[src/rtl/qspi_line_fetch.sv]
// qspi_line_fetch: wakes a QSPI flash, then serves cache line fills with fast-read-quad-output (0x6B).
module qspi_line_fetch #(
  parameter int LINE_WORDS   = 4,
  parameter int DUMMY_CYCLES = 8,
  parameter int WAKE_GAP     = 4
) (
  input  logic                    aclk,
  input  logic                    aresetn,
  input  logic                    req_valid,
  output logic                    req_ready,
  input  logic [23:0]             req_addr,
  output logic                    line_valid,
  input  logic                    line_ready,
  output logic [32*LINE_WORDS-1:0] line_data,
  output logic                    csb,
  output logic [3:0]              io_out,
  output logic [3:0]              io_oe,
  input  logic [3:0]              io_in
);
  localparam logic [23:0] ALIGN    = ~24'(4*LINE_WORDS-1);
  localparam logic [7:0]  WAKE_CMD = 8'hAB;
  localparam logic [7:0]  READ_CMD = 8'h6B;
  typedef enum logic [2:0] {WAKE, WGAP, IDLE, CMD, ADDR, DUMMY, DATA, DONE} state_t;
  state_t state, state_n;
  logic [15:0] cnt, cnt_n, nib;
  logic [23:0] addr_q;
  logic [32*LINE_WORDS-1:0] fill_q;
  logic last, accept, drive_n, bit_n;
  assign last      = cnt == 16'd0;
  assign req_ready = state == IDLE && (!line_valid || line_ready);
  assign accept    = req_valid && req_ready;
  // nibble slot: high nibble of each byte arrives first, bytes little-endian
  assign nib       = (16'(8*LINE_WORDS-1) - cnt) ^ 16'd1;
  always_comb begin
    state_n = state;
    cnt_n   = last ? cnt : cnt - 16'd1;
    case (state)
      WAKE:    if (last) begin state_n = WGAP; cnt_n = 16'(WAKE_GAP-1); end
      WGAP:    if (last) state_n = IDLE;
      IDLE:    if (accept) begin state_n = CMD; cnt_n = 16'd7; end
      CMD:     if (last) begin state_n = ADDR; cnt_n = 16'd23; end
      ADDR:    if (last) begin state_n = DUMMY; cnt_n = 16'(DUMMY_CYCLES-1); end
      DUMMY:   if (last) begin state_n = DATA; cnt_n = 16'(8*LINE_WORDS-1); end
      DATA:    if (last) state_n = DONE;
      default: state_n = IDLE;
    endcase
    drive_n = state_n inside {WAKE, CMD, ADDR};
    bit_n   = state_n == WAKE ? WAKE_CMD[cnt_n[2:0]] :
              state_n == CMD  ? READ_CMD[cnt_n[2:0]] :
              state_n == ADDR ? addr_q[cnt_n[4:0]] : 1'b0;
  end
  // reset parks in WAKE one count early so the first edge after release starts the 8-bit wake shift
  always_ff @(posedge aclk or posedge aresetn)
    if (aresetn) begin
      state      <= WAKE;
      cnt        <= 16'd8;
      addr_q     <= '0;
      fill_q     <= '0;
      line_data  <= '0;
      line_valid <= 1'b0;
      csb        <= 1'b1;
      io_out     <= 4'b0000;
      io_oe      <= 4'b0000;
    end else begin
      state  <= state_n;
      cnt    <= cnt_n;
      csb    <= !(state_n inside {WAKE, CMD, ADDR, DUMMY, DATA});
      io_oe  <= {3'b000, drive_n};
      io_out <= {3'b000, bit_n};
      if (accept) addr_q <= req_addr & ALIGN;
      if (state == DATA) fill_q[4*nib +: 4] <= io_in;
      if (state == DONE) begin
        line_data  <= fill_q;
        line_valid <= 1'b1;
      end else if (line_ready) line_valid <= 1'b0;
    end
endmodule

[config.mk]
export PLATFORM = sky130hd
export DESIGN_NAME = qspi_line_fetch
export DESIGN_NICKNAME = d
export VERILOG_FILES = /design/src/rtl/qspi_line_fetch.sv
export SDC_FILE = /design/constraint.sdc
export NUM_CORES = 1
export LEC_CHECK = 0
export ABC_CLOCK_PERIOD_IN_PS = 18050
export BUFFER_PORTS_ARGS = -buffer_cell sky130_fd_sc_hd__buf_2
export CORE_ASPECT_RATIO = 0.9
export CORE_MARGIN = 5
export CORE_UTILIZATION = 35
export CTS_BUF_LIST = sky130_fd_sc_hd__clkbuf_4 sky130_fd_sc_hd__clkbuf_8 sky130_fd_sc_hd__clkbuf_16
export DETAILED_ROUTE_END_ITERATION = 8
export PLACE_DENSITY = 0.53
export SLEW_MARGIN = 0
export SYNTH_ARGS = -nofsm -noshare
export SYNTH_HDL_FRONTEND = slang
export SYNTH_SLANG_ARGS = --single-unit
[constraint.sdc]
create_clock -name aclk -period 18.05 [get_ports aclk]
set_input_delay 3.61 -clock aclk [delete_from_list [all_inputs] [get_ports aclk]]
set_output_delay 3.61 -clock aclk [all_outputs]
set_load 0.01 [all_outputs]
Yosys cells after proc, flatten, opt, wreduce, memory -nomap -nowiden. Memory sizes are Yosys's and may differ from the RTL's. Cells that the tools add are included.

Flip-flop bits (word level): 299. ROM bits: 16. Bits of input ports: 32. Memories kept: 2. Output and inout bits: 139. Latch bits: 0. RAM bits: 0. Word-level logic and storage cells: 66.

Memory list: (no name shown) (words 8, width 1, read ports 1, clocked after memory_dff 0, write ports 0, line 49) `state_n == CMD ? READ_CMD[cnt_n[2:0]] :`; (no name shown) (words 8, width 1, read ports 1, clocked after memory_dff 0, write ports 0, line 48) `bit_n = state_n == WAKE ? WAKE_CMD[cnt_n[2:0]] :`.

Shift operators: 2. $add $sub $neg: 3. Eq/ne operators: 11. Order comparisons: 2. Multiplexer cells: 25. Reductions and logical operators: 11. Multiply operators: 0. Bitwise logic cells: 1. Div/mod/pow operators: 0.

Operator list (number): $bwmux W128 (1); $shift A4 B34 Y128 const A (1); $shiftx A4 B34 Y128 (1); $mux W16 (6); $pmux W16 S5 (1); $neg A18 Y34 (1); $eq A3 B3 Y1 const B (7); $mux W3 (7); $pmux W3 S7 (1); $logic_not A16 Y1 (1); $sub A16 B1 Y16 const B (1); $sub A5 B16 Y16 const A (1); $eq A3 B2 Y1 const B (3); $mux W1 (8); $logic_not A3 Y1 (2); $lt A5 B6 Y1 const B (1); $bmux W1 S5 (1); $reduce_bool A5 Y1 (1); $lt A3 B4 Y1 const B (1); $eq A3 B1 Y1 const B (1); $reduce_bool A3 Y1 (1); $logic_and A1 B1 Y1 (2); $logic_not A1 Y1 (2); $reduce_bool A2 Y1 (1); 2 further kinds (2).

Longest topological paths before layout.
Word-level depth: 11. Gate-level depth with buffers: 18. Gate-level depth less buffers: 14.

Worst setup path before layout. Ideal clock, no wire load.

Kind: input to output. Start point: input line_ready. End point: output req_ready. Required time: 14.440 ns. Arrival time: 4.060 ns. Setup slack: 10.380 ns. Buffers on the path: 0. Cell stages on the path: 2. Cells stage by stage: nand2b_1 > nor3b_1.

Word-level cells in the longest chain between the ends: 2.

RTL lines: start: declaration (line 13) `input logic line_ready,`; $logic_or A1 B1 Y1 (line 30) `assign req_ready = state == IDLE && (!line_valid || line_ready);`; $logic_and A1 B1 Y1 (line 30); end: declaration (line 10) `output logic req_ready,`.

Every way passes these cells.

Final worst setup path. Ends and elaborated chain as after synthesis.

==> reports/summary.txt <==
status - complete, no violations
Crit path arrival time - 4.17 ns
first-pass GRT wire length - 47800 µm
layout cells sized above 1 - 44.9%
peak supply drop - 0.0470 mV
commonest non-fill, non-tap cell in the layout - dfrtp_1
Synth Warn # - 0
number of primary I/O pins - 171
Sw Share - 20.5%
DR pass1 iterations - 4
global routing usage on met2 - 22.0%
most frequent CP cell - buf_2
initial antenna violation count - 0
period utilization - 43.1%
Bufs on Longest Clock Path - 3
crit start category - input port
worst path cell trace - buf_2, nand2b_1, nor3b_1, buf_2
# placed instances - 1575
GRT overflow - 0
GP Congestion - 0.769
Vert. Die Dim - 192 µm
Critical Path RT - 14.44 ns
Psw - 0.000293 W
largest net degree at the start of global routing - 168
Rows - 66
sequential fraction of the synthesis area - 57.8%
Leak - 8.02 nW
Worst Tran Pin Value - 1.05 ns
Worst Hold Class - reg -> reg
Post-Layout Cell Count - 1633
GR Layer Usage met1 - 22.1%
sequential share of power - 46.8%
setup violators final - 0
die area - 40900 µm²
DRC viols - 0
Setup Fix Bufs, Post-CTS - 0
crit path max-delay cell type - nand2b_1
PD cells - 93.1 nW/µm²
GRT Total Usage - 14.8%
Syn Std Cell Area - 12900 µm²
clock share of power - 51.5%
Clock Pin Slew Worst Setup and Hold Paths - 0.06 ns
Layout Skew - 0.0107 ns
clk sinks - 299
Final Hold Viols - 0
Layout fillers - 3496
ys async rst share - 100%
CTS tree - built
max-cap viol count - 0
register bit count reported by yosys - 299
Worst Path Buf+Inv - 2
Starting Density - 35.6%
Setup CP Type - in -> out
number of global-route vias before repair - 8233
cts repair resizes - 0
Main synth FF type - dfrtp_1
Initial DRC Count - 328
final net count - 1174
Synth Area per Inst - 13.1 µm²
Netlist cell types - 63
core area - 36300 µm²
CP Capture Type - output port
total CTS buffers - 34
Vias per Instance - 4.88
CP max FO - 4
Fmax achieved - 0.128 GHz
placed wire-length estimate - 19300 µm
largest delay contributor family on the critical path - simple AND/OR/NAND/NOR gates
clk root buf - clkbuf_16
number of synthesized flops with an enable pin - 0
vias - 7963
final wirelength - 30200 µm
Logic pwr share - 1.7%
Util after Layout - 42.3%
Die Width - 213 µm
Ant. Diodes - 0
fin crit period - 7.78 ns
commonest non-fill, non-tap cells in the layout - dfrtp_1, mux2_2, buf_2, nand2_1, clkbuf_16
Detail Route Antenna Nets - 0
port bufs - 160
later-pin clock latency in the skew report - 0.51 ns
Area Growth Syn to Fin - 18.8%
fin. max-slew vios - 0
H-tree depth - 2
internal power - 0.00114 W
hold buffers post-CTS - 0
Rel. slew slack - 30.2%
Syn Inst Count - 988
RSZ-0062 raised after global routing - no
setup tns final - 0 ns
met3 usage - 2.97%
WL/cell - 18.5 µm
layer with the highest usage - met1
crit-path max cell delay - 0.17 ns
## stage by stage
| stage | power [W] | hold slack [ns] | instance area (µm²) | setup slack (ns) |
|---|---|---|---|---|
| after floorplan | 0.000698 | 0.440 | 13000 | 6.18 |
| after global placement | 0.000708 | 0.454 | 14200 | 10.27 |
| after detailed placement | 0.000708 | 0.461 | 14200 | 10.27 |
| after CTS | 0.00146 | 0.477 | 15400 | 10.27 |
| after global routing | 0.00148 | 0.492 | 15400 | 10.20 |
| final | 0.00143 | 0.471 | 15400 | 10.27 |
## registers in the layout, indices dropped and copies added (netlist names)
register	flops
csb	1
fill_q	128
addr_q	20
io_out	1
cnt	16
line_data	128
line_valid	1
io_oe	1
state	3
## cells by family (layout without fill, tap and decap cells)
group	count (synthesis)	in the layout	share of synthesized area, %
DFF	299	299	57.8
muxes	270	270	23.3
and+or+nand+nor	256	256	11.0
buffers and inverters	77	241	2.69
AOI/OAI and AO/OA	55	55	2.89
xor gates and xnor gates	23	23	1.56
adders and majority gates	7	7	0.677
other	1	6	0.0290
## synth_stat cells (3+ instances only)
library cell | number | area [µm²]
ha_1 | 7 | 87.6
mux2_2 | 245 | 2760
or3_1 | 4 | 25.0
nand2_1 | 101 | 379
xnor2_1 | 15 | 131
buf_6 | 4 | 45.0
nand2b_1 | 9 | 56.3
o21ai_1 | 3 | 15.0
nor4_1 | 6 | 37.5
dfrtp_1 | 297 | 7430
buf_4 | 7 | 52.6
nor2b_1 | 6 | 37.5
nor3_1 | 14 | 70.1
nand4_1 | 3 | 18.8
inv_1 | 15 | 56.3
clkbuf_1 | 49 | 184
nor3b_1 | 5 | 37.5
and2_1 | 6 | 37.5
nand3b_1 | 3 | 22.5
a21oi_1 | 8 | 40.0
or2_2 | 5 | 31.3
nand3_1 | 13 | 65.1
and3_1 | 5 | 31.3
xor2_1 | 8 | 70.1
nor2_1 | 33 | 124
and4_1 | 4 | 35.0
o21ai_0 | 15 | 75.1
mux2_1 | 10 | 113
nand3_2 | 28 | 280
mux2i_1 | 15 | 150
o22ai_1 | 4 | 25.0
## routing by layer
metal | share of wire [%] | vias up
li1 | - | 3748
met1 | 50 | 3999
met2 | 43 | 179
met3 | 5.0 | 37
met4 | 2.1 | 0
met5 | 0 | -
## final timing paths
| kind | endpoint | depth (start not counted) | slack [ns] | startpoint |
|---|---|---|---|---|
| worst min-delay path | addr_q[17] | 2 | 0.47 | addr_q[17] |
| min in group asynchronous | line_data[107] | 2 | 3.24 | aresetn |
| worst min register to register | addr_q[17] | 2 | 0.47 | addr_q[17] |
| max in group asynchronous | fill_q[96] | 3 | 13.37 | aresetn |
| worst max register to register | fill_q[54] | 14 | 13.35 | cnt[5] |
| worst max-delay path | req_ready | 4 | 10.27 | line_ready |
## worst register-to-register path: stages, from the launching register on
cell,delay [ns]
dfrtp_1,0.51
inv_1,0.28
ha_1,0.42
nand2b_1,0.24
or3_1,0.48
nor4_1,0.34
xor2_1,0.16
ha_1,0.25
nor3_1,0.19
nand4_1,0.10
mux2_2,0.30
nor4_4,0.12
buf_4,0.49
nand3_1,0.32
mux2_2,0.38
## power by group through the flow
stage	Combinational, W	Clock (W)	Sequential, W
after floorplan	0.0000147	0	0.000683
after global placement	0.0000256	0	0.000683
after detailed placement	0.0000259	0	0.000683
after CTS	0.0000259	0.000764	0.000670
after global routing	0.0000282	0.000785	0.000670
final	0.0000237	0.000737	0.000670
## final cells by class
class	count	area (µm²)	share of cell area (%)
inverters	15	63.8	0.415
multi-input cells	617	5150	33.5
clock inverters	11	186	1.21
flip-flops and latches	299	7480	48.7
repair buffers	168	873	5.68
well taps	476	596	3.87
clock buffers	47	1020	6.61
No activity file was read; power rests on OpenSTA's default activity.
